## src/rtl/nn_feeder_if.sv

```systemverilog
// Byte-stream and block-stream handshake bundle for nn_feeder.
// master is the feeder's view; slave is the producer/consumer environment.
interface nn_feeder_if #(
  parameter int BYTES_PER_BLK = 20
);
  logic [7:0]                 din;
  logic                       din_valid;
  logic                       din_ready;
  logic [8*BYTES_PER_BLK-1:0] blk_data;
  logic [7:0]                 blk_count;
  logic                       blk_valid;
  logic                       blk_ready;
  logic [1:0]                 phase;
  logic [6:0]                 neuron_idx;
  logic                       blk_last;
  logic                       frame_done;

  modport master (
    input  din, din_valid, blk_ready,
    output din_ready, blk_data, blk_count, blk_valid, phase, neuron_idx,
           blk_last, frame_done
  );

  modport slave (
    output din, din_valid, blk_ready,
    input  din_ready, blk_data, blk_count, blk_valid, phase, neuron_idx,
           blk_last, frame_done
  );
endinterface

```

## src/rtl/nn_feeder.sv

```systemverilog
// Packs a byte stream into wide blocks and tags each block with its segment
// (input / hidden / output), neuron number and index within the neuron.
module nn_feeder #(
  parameter int BYTES_PER_BLK = 20,
  parameter int IN_BLKS       = 50,
  parameter int HID_N         = 100,
  parameter int HID_BLKS      = 51,
  parameter int OUT_N         = 2,
  parameter int OUT_BLKS      = 6
) (
  input  logic        clk,
  input  logic        reset,
  input  logic        abort,
  nn_feeder_if.master bus
);

  localparam int W  = 8 * BYTES_PER_BLK;
  localparam int BW = (BYTES_PER_BLK > 1) ? $clog2(BYTES_PER_BLK) : 1;

  localparam logic [BW-1:0] LAST_LANE = BW'(BYTES_PER_BLK - 1);
  localparam logic [7:0]    IN_LAST   = 8'(IN_BLKS - 1);
  localparam logic [7:0]    HID_LAST  = 8'(HID_BLKS - 1);
  localparam logic [7:0]    OUT_LAST  = 8'(OUT_BLKS - 1);
  localparam logic [6:0]    HID_NLAST = 7'(HID_N - 1);
  localparam logic [6:0]    OUT_NLAST = 7'(OUT_N - 1);

  // Encoding doubles as the phase tag driven to the consumer.
  typedef enum logic [1:0] {
    S_IN  = 2'd0,
    S_HID = 2'd1,
    S_OUT = 2'd2
  } state_e;

  state_e state_q, state_d;
  logic [7:0] cnt_q, cnt_d;
  logic [6:0] nrn_q, nrn_d;

  logic [BW-1:0] bidx_q, bidx_d;
  logic [BYTES_PER_BLK-2:0][7:0] pack_q, pack_d;

  logic [W-1:0] data_q, data_d;
  logic         valid_q, valid_d;
  logic [7:0]   count_q, count_d;
  logic [1:0]   phase_q, phase_d;
  logic [6:0]   neuron_q, neuron_d;
  logic         last_q, last_d;
  logic         frame_done_q, frame_done_d;

  logic din_ready;
  logic at_last_lane;
  logic accept;
  logic load;
  logic xfer;

  // The 20th byte may enter while the held block leaves in the same cycle.
  assign at_last_lane = (bidx_q == LAST_LANE);
  assign din_ready    = reset & (~at_last_lane | ~valid_q | bus.blk_ready);
  assign accept       = bus.din_valid & din_ready & ~abort;
  assign load         = accept & at_last_lane;
  assign xfer         = valid_q & bus.blk_ready;

  // NOTE: every variable gets its hold value before any branch, so no path
  // through this block leaves one unassigned and no latch is inferred.
  always_comb begin
    state_d      = state_q;
    cnt_d        = cnt_q;
    nrn_d        = nrn_q;
    bidx_d       = bidx_q;
    pack_d       = pack_q;
    data_d       = data_q;
    valid_d      = valid_q;
    count_d      = count_q;
    phase_d      = phase_q;
    neuron_d     = neuron_q;
    last_d       = last_q;
    frame_done_d = 1'b0;

    if (abort) begin
      // Abort beats any simultaneous byte or block transfer; tags/data hold.
      state_d = S_IN;
      cnt_d   = '0;
      nrn_d   = '0;
      bidx_d  = '0;
      valid_d = 1'b0;
    end else begin
      frame_done_d = xfer & last_q;
      if (xfer) valid_d = 1'b0;

      if (accept && !at_last_lane) begin
        pack_d[bidx_q] = bus.din;
        bidx_d         = bidx_q + BW'(1);
      end

      if (load) begin
        bidx_d   = '0;
        valid_d  = 1'b1;
        data_d   = {bus.din, pack_q};
        count_d  = cnt_q;
        phase_d  = state_q;
        neuron_d = nrn_q;
        last_d   = (state_q == S_OUT) && (nrn_q == OUT_NLAST) &&
                   (cnt_q == OUT_LAST);

        unique case (state_q)
          S_IN: begin
            if (cnt_q == IN_LAST) begin
              state_d = S_HID;
              cnt_d   = '0;
              nrn_d   = '0;
            end else begin
              cnt_d = cnt_q + 8'd1;
            end
          end
          S_HID: begin
            if (cnt_q == HID_LAST) begin
              cnt_d = '0;
              if (nrn_q == HID_NLAST) begin
                state_d = S_OUT;
                nrn_d   = '0;
              end else begin
                nrn_d = nrn_q + 7'd1;
              end
            end else begin
              cnt_d = cnt_q + 8'd1;
            end
          end
          S_OUT: begin
            if (cnt_q == OUT_LAST) begin
              cnt_d = '0;
              if (nrn_q == OUT_NLAST) begin
                state_d = S_IN;
                nrn_d   = '0;
              end else begin
                nrn_d = nrn_q + 7'd1;
              end
            end else begin
              cnt_d = cnt_q + 8'd1;
            end
          end
          default: begin
            state_d = S_IN;
            cnt_d   = '0;
            nrn_d   = '0;
          end
        endcase
      end
    end
  end

  // NOTE: non-blocking assignments here so every flop samples the pre-edge
  // values computed above, independent of statement order.
  always_ff @(posedge clk) begin
    if (!reset) begin
      state_q      <= S_IN;
      cnt_q        <= '0;
      nrn_q        <= '0;
      bidx_q       <= '0;
      data_q       <= '0;
      valid_q      <= 1'b0;
      count_q      <= '0;
      phase_q      <= '0;
      neuron_q     <= '0;
      last_q       <= 1'b0;
      frame_done_q <= 1'b0;
    end else begin
      state_q      <= state_d;
      cnt_q        <= cnt_d;
      nrn_q        <= nrn_d;
      bidx_q       <= bidx_d;
      data_q       <= data_d;
      valid_q      <= valid_d;
      count_q      <= count_d;
      phase_q      <= phase_d;
      neuron_q     <= neuron_d;
      last_q       <= last_d;
      frame_done_q <= frame_done_d;
    end
  end

  // NOTE: the packer lanes are not reset: bidx restarts at 0 after reset or
  // abort, so every lane is rewritten before it can reach the output register.
  always_ff @(posedge clk) begin
    pack_q <= pack_d;
  end

  assign bus.din_ready  = din_ready;
  assign bus.blk_data   = data_q;
  assign bus.blk_count  = count_q;
  assign bus.blk_valid  = valid_q;
  assign bus.phase      = phase_q;
  assign bus.neuron_idx = neuron_q;
  assign bus.blk_last   = last_q;
  assign bus.frame_done = frame_done_q;

endmodule
```

## src/flat_wrapper.sv

```systemverilog
// flat-port wrapper written by rule: the top's interface ports become plain ports
module nn_feeder_flat 
#(
  parameter int BYTES_PER_BLK = 20,
  parameter int IN_BLKS       = 50,
  parameter int HID_N         = 100,
  parameter int HID_BLKS      = 51,
  parameter int OUT_N         = 2,
  parameter int OUT_BLKS      = 6
)
  (clk, reset, abort, bus_din, bus_din_valid, bus_blk_ready, bus_din_ready, bus_blk_data, bus_blk_count, bus_blk_valid, bus_phase, bus_neuron_idx, bus_blk_last, bus_frame_done);
  nn_feeder_if #(.BYTES_PER_BLK(BYTES_PER_BLK)) bus_i ();
  input  logic clk;
  input  logic reset;
  input  logic abort;
  input wire logic [$bits(bus_i.din)-1:0] bus_din;
  input wire logic [$bits(bus_i.din_valid)-1:0] bus_din_valid;
  input wire logic [$bits(bus_i.blk_ready)-1:0] bus_blk_ready;
  output wire logic [$bits(bus_i.din_ready)-1:0] bus_din_ready;
  output wire logic [$bits(bus_i.blk_data)-1:0] bus_blk_data;
  output wire logic [$bits(bus_i.blk_count)-1:0] bus_blk_count;
  output wire logic [$bits(bus_i.blk_valid)-1:0] bus_blk_valid;
  output wire logic [$bits(bus_i.phase)-1:0] bus_phase;
  output wire logic [$bits(bus_i.neuron_idx)-1:0] bus_neuron_idx;
  output wire logic [$bits(bus_i.blk_last)-1:0] bus_blk_last;
  output wire logic [$bits(bus_i.frame_done)-1:0] bus_frame_done;
  assign bus_i.din = bus_din;
  assign bus_i.din_valid = bus_din_valid;
  assign bus_i.blk_ready = bus_blk_ready;
  assign bus_din_ready = bus_i.din_ready;
  assign bus_blk_data = bus_i.blk_data;
  assign bus_blk_count = bus_i.blk_count;
  assign bus_blk_valid = bus_i.blk_valid;
  assign bus_phase = bus_i.phase;
  assign bus_neuron_idx = bus_i.neuron_idx;
  assign bus_blk_last = bus_i.blk_last;
  assign bus_frame_done = bus_i.frame_done;
  nn_feeder #(.BYTES_PER_BLK(BYTES_PER_BLK), .IN_BLKS(IN_BLKS), .HID_N(HID_N), .HID_BLKS(HID_BLKS), .OUT_N(OUT_N), .OUT_BLKS(OUT_BLKS)) u_core (.clk(clk), .reset(reset), .abort(abort), .bus(bus_i));
endmodule
```

## config.mk

```make
export PLATFORM = sky130hd
export DESIGN_NAME = nn_feeder_flat
export DESIGN_NICKNAME = d
export VERILOG_FILES = /design/src/rtl/nn_feeder_if.sv /design/src/rtl/nn_feeder.sv /design/src/flat_wrapper.sv
export SDC_FILE = /design/constraint.sdc
export NUM_CORES = 1
export LEC_CHECK = 0
export BUFFER_PORTS_ARGS = -buffer_cell sky130_fd_sc_hd__buf_4
export CORE_ASPECT_RATIO = 0.9
export CORE_UTILIZATION = 55
export DETAILED_ROUTE_END_ITERATION = 6
export PLACE_DENSITY = 0.78
export SLEW_MARGIN = 20
export SYNTH_ARGS = -nofsm -noshare
export SYNTH_HDL_FRONTEND = slang
export SYNTH_SLANG_ARGS = --single-unit
export TNS_END_PERCENT = 100
```

## constraint.sdc

```tcl
create_clock -name clk -period 5.1 [get_ports clk]
set_clock_uncertainty 0.05 [all_clocks]
set_input_delay 1.02 -clock clk [delete_from_list [all_inputs] [get_ports clk]]
set_output_delay 1.02 -clock clk [all_outputs]
set_load 0.03 [all_outputs]
```

==> metrics.yaml, run 1 <==
outcome: "completed"
dieArea_um2: 23400
cpMostUsedCell: "nor2_1"
setup_ws_ns: 1.95
gr-total-overflow: 0
fmaxAchievable_mhz: 318
clockPowerShare_pct: 46.1
cts_root_buf: "clkbuf_16"
drtIter0Drc: 695
maxCapViolations: 0
dp.cells: 1540
p_total_mw: 5.64
cts_sinks: 354
wl_mm: 27.7
synth.avg_cell_area_um2: 11.3
critPathSlowestCell: "nor2_1"
power_density_nw_per_um2: 368
rsz0062_at_grt: "false"
crit_chain: "buf_4, nand3b_1, nor2_1, nand2_1, nor2_1"
required_ns: 5.17
cp-start-kind: "input port"
grt.total_usage_pct: 23.8
post_cts.repair.setup_buffers: 0
htree_levels: 2
rows: 52
cpLargestDelayFamily: "simple AND/OR/NAND/NOR gates"
holdPathStages: 2
clockBufferDepth: 3
end_kind: "register"
clk_pin_slew_worst_paths_ns: 0.06
syn_area_um2: 12500
synthArstFlopShare_pct: 0
critPathMaxStageDelay_ns: 0.71
dieWidth_um: 161
clock_latency_ns: 0.50
syn_to_final_growth_pct: 22.4
ys_types: 44
switching_power_mw: 1.09
die_height_um: 145
drtPass1Iterations: 5
synth_seq_cells: 354
wire_per_inst_um: 17.3
crit_buf_inv: 1
numCtsBuffers: 35
path_depth: 5
slew_violations: 0
setup-tns-final_ns: 0
yosysSeqAreaShare_pct: 68.7
hold_class: "register to register"
seq_area_um2: 8610
instances_no_fill: 1603
grt_pass1_wl_mm: 43.4
hold_violations: 0
coreArea_um2: 22400
drive_gt1_share_pct: 19.8
crit_path_max_fanout: 44
layout.nets: 1307
maxSlewHeadroom_pct: 36.0
port_buffers: 193
worst_pin_slew_ns: 0.960
multiInputGateArea_um2: 3620
p_seq_share_pct: 52.4
switching_share_pct: 19.3
leakagePower_nw: 5.42
yosysWarnings: 0
intPower_mw: 4.55
antenna_found_initial: 0
ctsResizeCount: 0
ys.flop_type: "dfxtp_1"
drc: 0
syn_inst: 1112
num-fill-cells: 1641
setup_viol: 0
dp_hpwl_mm: 16.3
pwr-share-comb_pct: 1.5
gp_congestion: 0.779
ant_nets: 0
num_io_pins: 194
pre_cts_slack_ns: 1.13
start_util_pct: 56.0
min_period_over_period_pct: 61.7
grt_max_degree: 185
synth_edf_count: 152
worst-setup-path-type: "input port to register"
worstPathArrival_ns: 3.22
via_per_inst: 5.37
cts_tree: "built"
syn_nets: 1138
diodes: 0
final_util_pct: 68.5
design_area_um2: 15300
period_needed_ns: 3.15
vdd_drop_max_uv: 187
holdWs_ns: 0.414
worst_r2r_path_depth: 5
vias: 8602
placed_cell_area_um2: 14100
cts_hold_buffers: 0
grt_pass1_vias: 8170
-- logic make-up (layout without fill, tap and decap cells) --
| group | count (synthesis) | in the layout | synth area share (%) |
|---|---|---|---|
| mux | 3 | 3 | 0.240 |
| fa+ha+maj | 13 | 13 | 1.30 |
| compound gates | 203 | 203 | 12.1 |
| buf+inv | 77 | 271 | 2.42 |
| flops | 354 | 354 | 68.7 |
| simple gates | 453 | 453 | 14.6 |
| xor+xnor | 9 | 9 | 0.629 |
-- layer usage --
| metal | vias up | track usage [%] | part of all wire (%) | wire length (um) |
|---|---|---|---|---|
| met1 | 4170 | 33.1 | 43 | 11900 |
| met5 | - | 0 | 0 | 0 |
| met4 | 0 | 7.22 | 2.1 | 578 |
| li1 | 4085 | - | - | - |
| met2 | 298 | 38.6 | 49 | 13500 |
| met3 | 49 | 3.54 | 6.2 | 1710 |
-- layout make-up --
cell class / count / share of cell area, %
clock buffer: 45 / 6.43
clock inverter: 17 / 1.21
inverter: 12 / 0.294
multi-input combinational: 681 / 23.6
sequential: 354 / 56.1
tap: 297 / 2.42
timing repair buffer: 197 / 9.88
-- final timing paths --
path,startpoint,to,slack [ns]
max,reset,u_core.pack_q[117],1.95
min,u_core.bus.blk_data[23],u_core.bus.blk_data[23],0.41
max reg2reg,u_core.bidx_q[0],u_core.pack_q[117],2.26
min reg2reg,u_core.bus.blk_data[23],u_core.bus.blk_data[23],0.41
-- synth_stat cells (7+ instances only) --
cell type  count  share of area (%)
buf_2         11               0.44
clkbuf_1      50                1.5
nand2_1      375                 11
edfxtp_1     152                 36
inv_1         12               0.36
ha_1          13                1.3
nand4_1        8               0.40
nor2_1        35                1.0
dfxtp_1      202                 32
a21oi_1        7               0.28
a21boi_0     178                 11
-- flip-flops by register name, summed over array words and instances, names as in the netlist --
signal	count
u_core.cnt_q	8
u_core.bus.phase	2
u_core.bus.frame_done	1
u_core.pack_q	152
u_core.bus.blk_last	1
u_core.nrn_q	7
u_core.bus.blk_count	8
u_core.bus.blk_data	160
u_core.bus.neuron_idx	7
u_core.bidx_q	5
u_core.bus.blk_valid	1
u_core.state_q	2
-- worst register-to-register path: stages (launching register included) --
cell	delay [ns]
dfxtp_1	0.36
ha_1	0.24
and4bb_1	0.28
nor2_1	0.47
nand2_1	0.36
nor2_1	0.71
-- layout by cell type (no fill, tap or decap), types with 5 or more instances in the layout --
cell         n
nand2_1    375
buf_4      194
or3_1        6
inv_1       12
clkinv_2     7
clkbuf_1     5
a21oi_1      7
xor2_1       6
edfxtp_1   152
a21boi_0   178
ha_1        13
clkbuf_16   37
dfxtp_1    202
nand4_1      8
nor2_1      35
-- power groups by stage --
stage	Clock [mW]	Combinational [mW]	Sequential (mW)
after global placement	0	0.0842	3.02
after CTS	2.63	0.0846	2.95
after floorplan	0	0.0373	3.02
after global routing	2.75	0.0885	2.95
after detailed placement	0	0.0845	3.02
final	2.60	0.0847	2.95
(Power assumes the default switching activity.)
==> run 2: changes to the inputs <==
Clock period 5.1 ns to 2.9 ns, I/O delays scaled along.
==> metrics.yaml, run 2 (synthesized netlist as in run 1, its figures left out) <==
maxCapViolations: 0  # unchanged
crit_path_max_fanout: 11  # -75%
vdd_drop_max_uv: 370  # +98%
clk_pin_slew_worst_paths_ns: 0.06  # about the same
grt_pass1_vias: 8211  # +0.50%
hp-start: "bus_din_valid"
grt_max_degree: 116  # -37%
power_density_nw_per_um2: 643  # +75%
setup-tns-final_ns: 0  # unchanged
pwr-share-comb_pct: 1.5  # about the same
ant_nets: 0  # unchanged
grt.total_usage_pct: 23.6  # -0.23 points
worst-setup-path-type: "register to register"
worst_pin_slew_ns: 0.954  # -0.00632 ns
grt_pass1_wl_mm: 43.6  # +0.30%
end_kind: "register"
wire_per_inst_um: 17.0  # -1.4%
placed_cell_area_um2: 14300  # +1.5%
final_common_cell: "nand2_1"
p_total_mw: 9.98  # +77%
syn_to_final_growth_pct: 24.0
min_to: "u_core.bus.blk_valid"
p_seq_share_pct: 52.0  # -0.4 points
rsz0062_at_grt: "false"
layout.nets: 1331  # +1.8%
design_area_um2: 15500  # +1.3%
cts_tree: "built"
coreArea_um2: 22400  # unchanged
start_util_pct: 56.0  # unchanged
ff2ff_setup_slack_ns: 0.33  # -1.93 ns
dieWidth_um: 161  # unchanged
min_period_over_period_pct: 88.7
port_buffers: 193  # unchanged
drtIter0Drc: 640  # -7.9%
switching_share_pct: 19.3  # -0.040 points
die_height_um: 145  # unchanged
drive_gt1_share_pct: 21.2  # +1.4 points
slew_violations: 0  # unchanged
final_cell_mix: "nand2_1 (375), buf_4 (218), dfxtp_1 (202), a21boi_0 (178), edfxtp_1 (152)"
cts_root_buf: "clkbuf_16"
clock_latency_ns: 0.50  # about the same
via_per_inst: 5.26  # -1.9%
multiInputGateArea_um2: 3620  # unchanged
r2r-start: "u_core.bidx_q[0]"
antenna_found_initial: 0  # unchanged
cts_sinks: 354  # unchanged
seq_area_um2: 8610  # unchanged
clockBufferDepth: 3  # unchanged
post_cts.repair.setup_buffers: 0  # unchanged
gp_congestion: 0.803  # +3.1%
cp-start-kind: "register"
maxSlewHeadroom_pct: 36.4  # +0.42 points
setup_viol: 0  # unchanged
hold_violations: 0  # unchanged
worst_r2r_path_depth: 6  # +1
leakagePower_nw: 5.57  # +2.7%
fmaxAchievable_mhz: 389
rr_endpoint: "u_core.nrn_q[4]"
largest_reg_flops: 160  # unchanged
cts_hold_buffers: 0  # unchanged
drc: 0  # unchanged
outcome: "completed"
hold_class: "input port to register"
switching_power_mw: 1.92  # +77%
drtPass1Iterations: 5  # unchanged
diodes: 0  # unchanged
numCtsBuffers: 35  # unchanged
worstPathArrival_ns: 2.92  # -0.30 ns
num_io_pins: 194  # unchanged
gr-total-overflow: 0  # unchanged
dieArea_um2: 23400  # unchanged
period_needed_ns: 2.57
wl_mm: 27.7  # +0.12%
intPower_mw: 8.06  # +77%
num-fill-cells: 1663  # +1.3%
htree_levels: 2  # unchanged
ctsResizeCount: 0  # unchanged
rows: 52  # unchanged
vias: 8570  # -0.37%
clockPowerShare_pct: 46.4  # +0.3 points
holdPathStages: 3  # +1
required_ns: 3.25  # -1.92 ns
dp_hpwl_mm: 16.6  # +2.0%
## run 2: changes by cell type in the layout (fill, tap and decap cells not counted), moves of 2 or more
| cell | change |
|---|---|
| buf_4 | +24 |
| clkbuf_1 | +3 |
| clkinvlp_4 | -2 |
| clkinv_1 | -2 |
| buf_12 | +2 |
## run 2: power by group through the flow
stage / clock (mW) / combinational [mW] / sequential, mW
global route: 4.92 / 0.161 / 5.19
finish: 4.64 / 0.151 / 5.20
global placement: 0 / 0.152 / 5.30
CTS: 4.71 / 0.152 / 5.20
detailed placement: 0 / 0.152 / 5.30
floorplan: 0 / 0.0655 / 5.31
## run 2: worst max-delay path by stage
stage,cells past startpoint,from,slack (ns),endpoint
final,6,u_core.bidx_q[0],0.33,u_core.nrn_q[4]
after global routing,6,u_core.bidx_q[0],0.19,u_core.nrn_q[4]
after CTS,6,u_core.bidx_q[0],0.37,u_core.nrn_q[4]
after detailed placement,6,abort,0.37,u_core.nrn_q[4]
after global placement,6,abort,0.44,u_core.nrn_q[4]
after floorplan,4,reset,0.24,bus_din_ready
## run 2: area by class of cell
class,instances,area share (%)
Inverter,12,0.290
Timing Repair Buffer,221,10.9
Sequential cell,354,55.4
Clock buffer,47,6.26
Tap cell,297,2.39
Multi-Input combinational cell,681,23.3
Clock inverter,16,1.41
## run 2: stage by stage
step / instances / hold WS (ns) / utilization (%) / setup WS (ns)
2_1_floorplan: 1112 / 0.412 / - / 0.241
3_3_place_gp: 1565 / 0.398 / 64.1 / 0.435
3_5_place_dp: 1565 / 0.403 / 64.1 / 0.370
4_1_cts: 1628 / 0.265 / 69.4 / 0.368
5_1_grt: 1628 / 0.271 / 69.4 / 0.192
6_report: 1628 / 0.281 / 69.4 / 0.327
## run 2: routing by layer
metal  up-vias  routed length [um]  GRT usage [%]
met5         -                   0              0
met4         0                 389           5.61
met3        33                1750           3.49
met2       299               13500           38.4
met1      4113               12100           33.3
li1       4125                   -              -
## run 2: worst max-delay path, cell delays in order, from the launching register on
cell and delay (ns):
dfxtp_1 0.41, ha_1 0.21, and4bb_1 0.33, nor3b_4 0.36, nand4_1 0.43, nand2b_1 0.37
o32ai_1 0.30
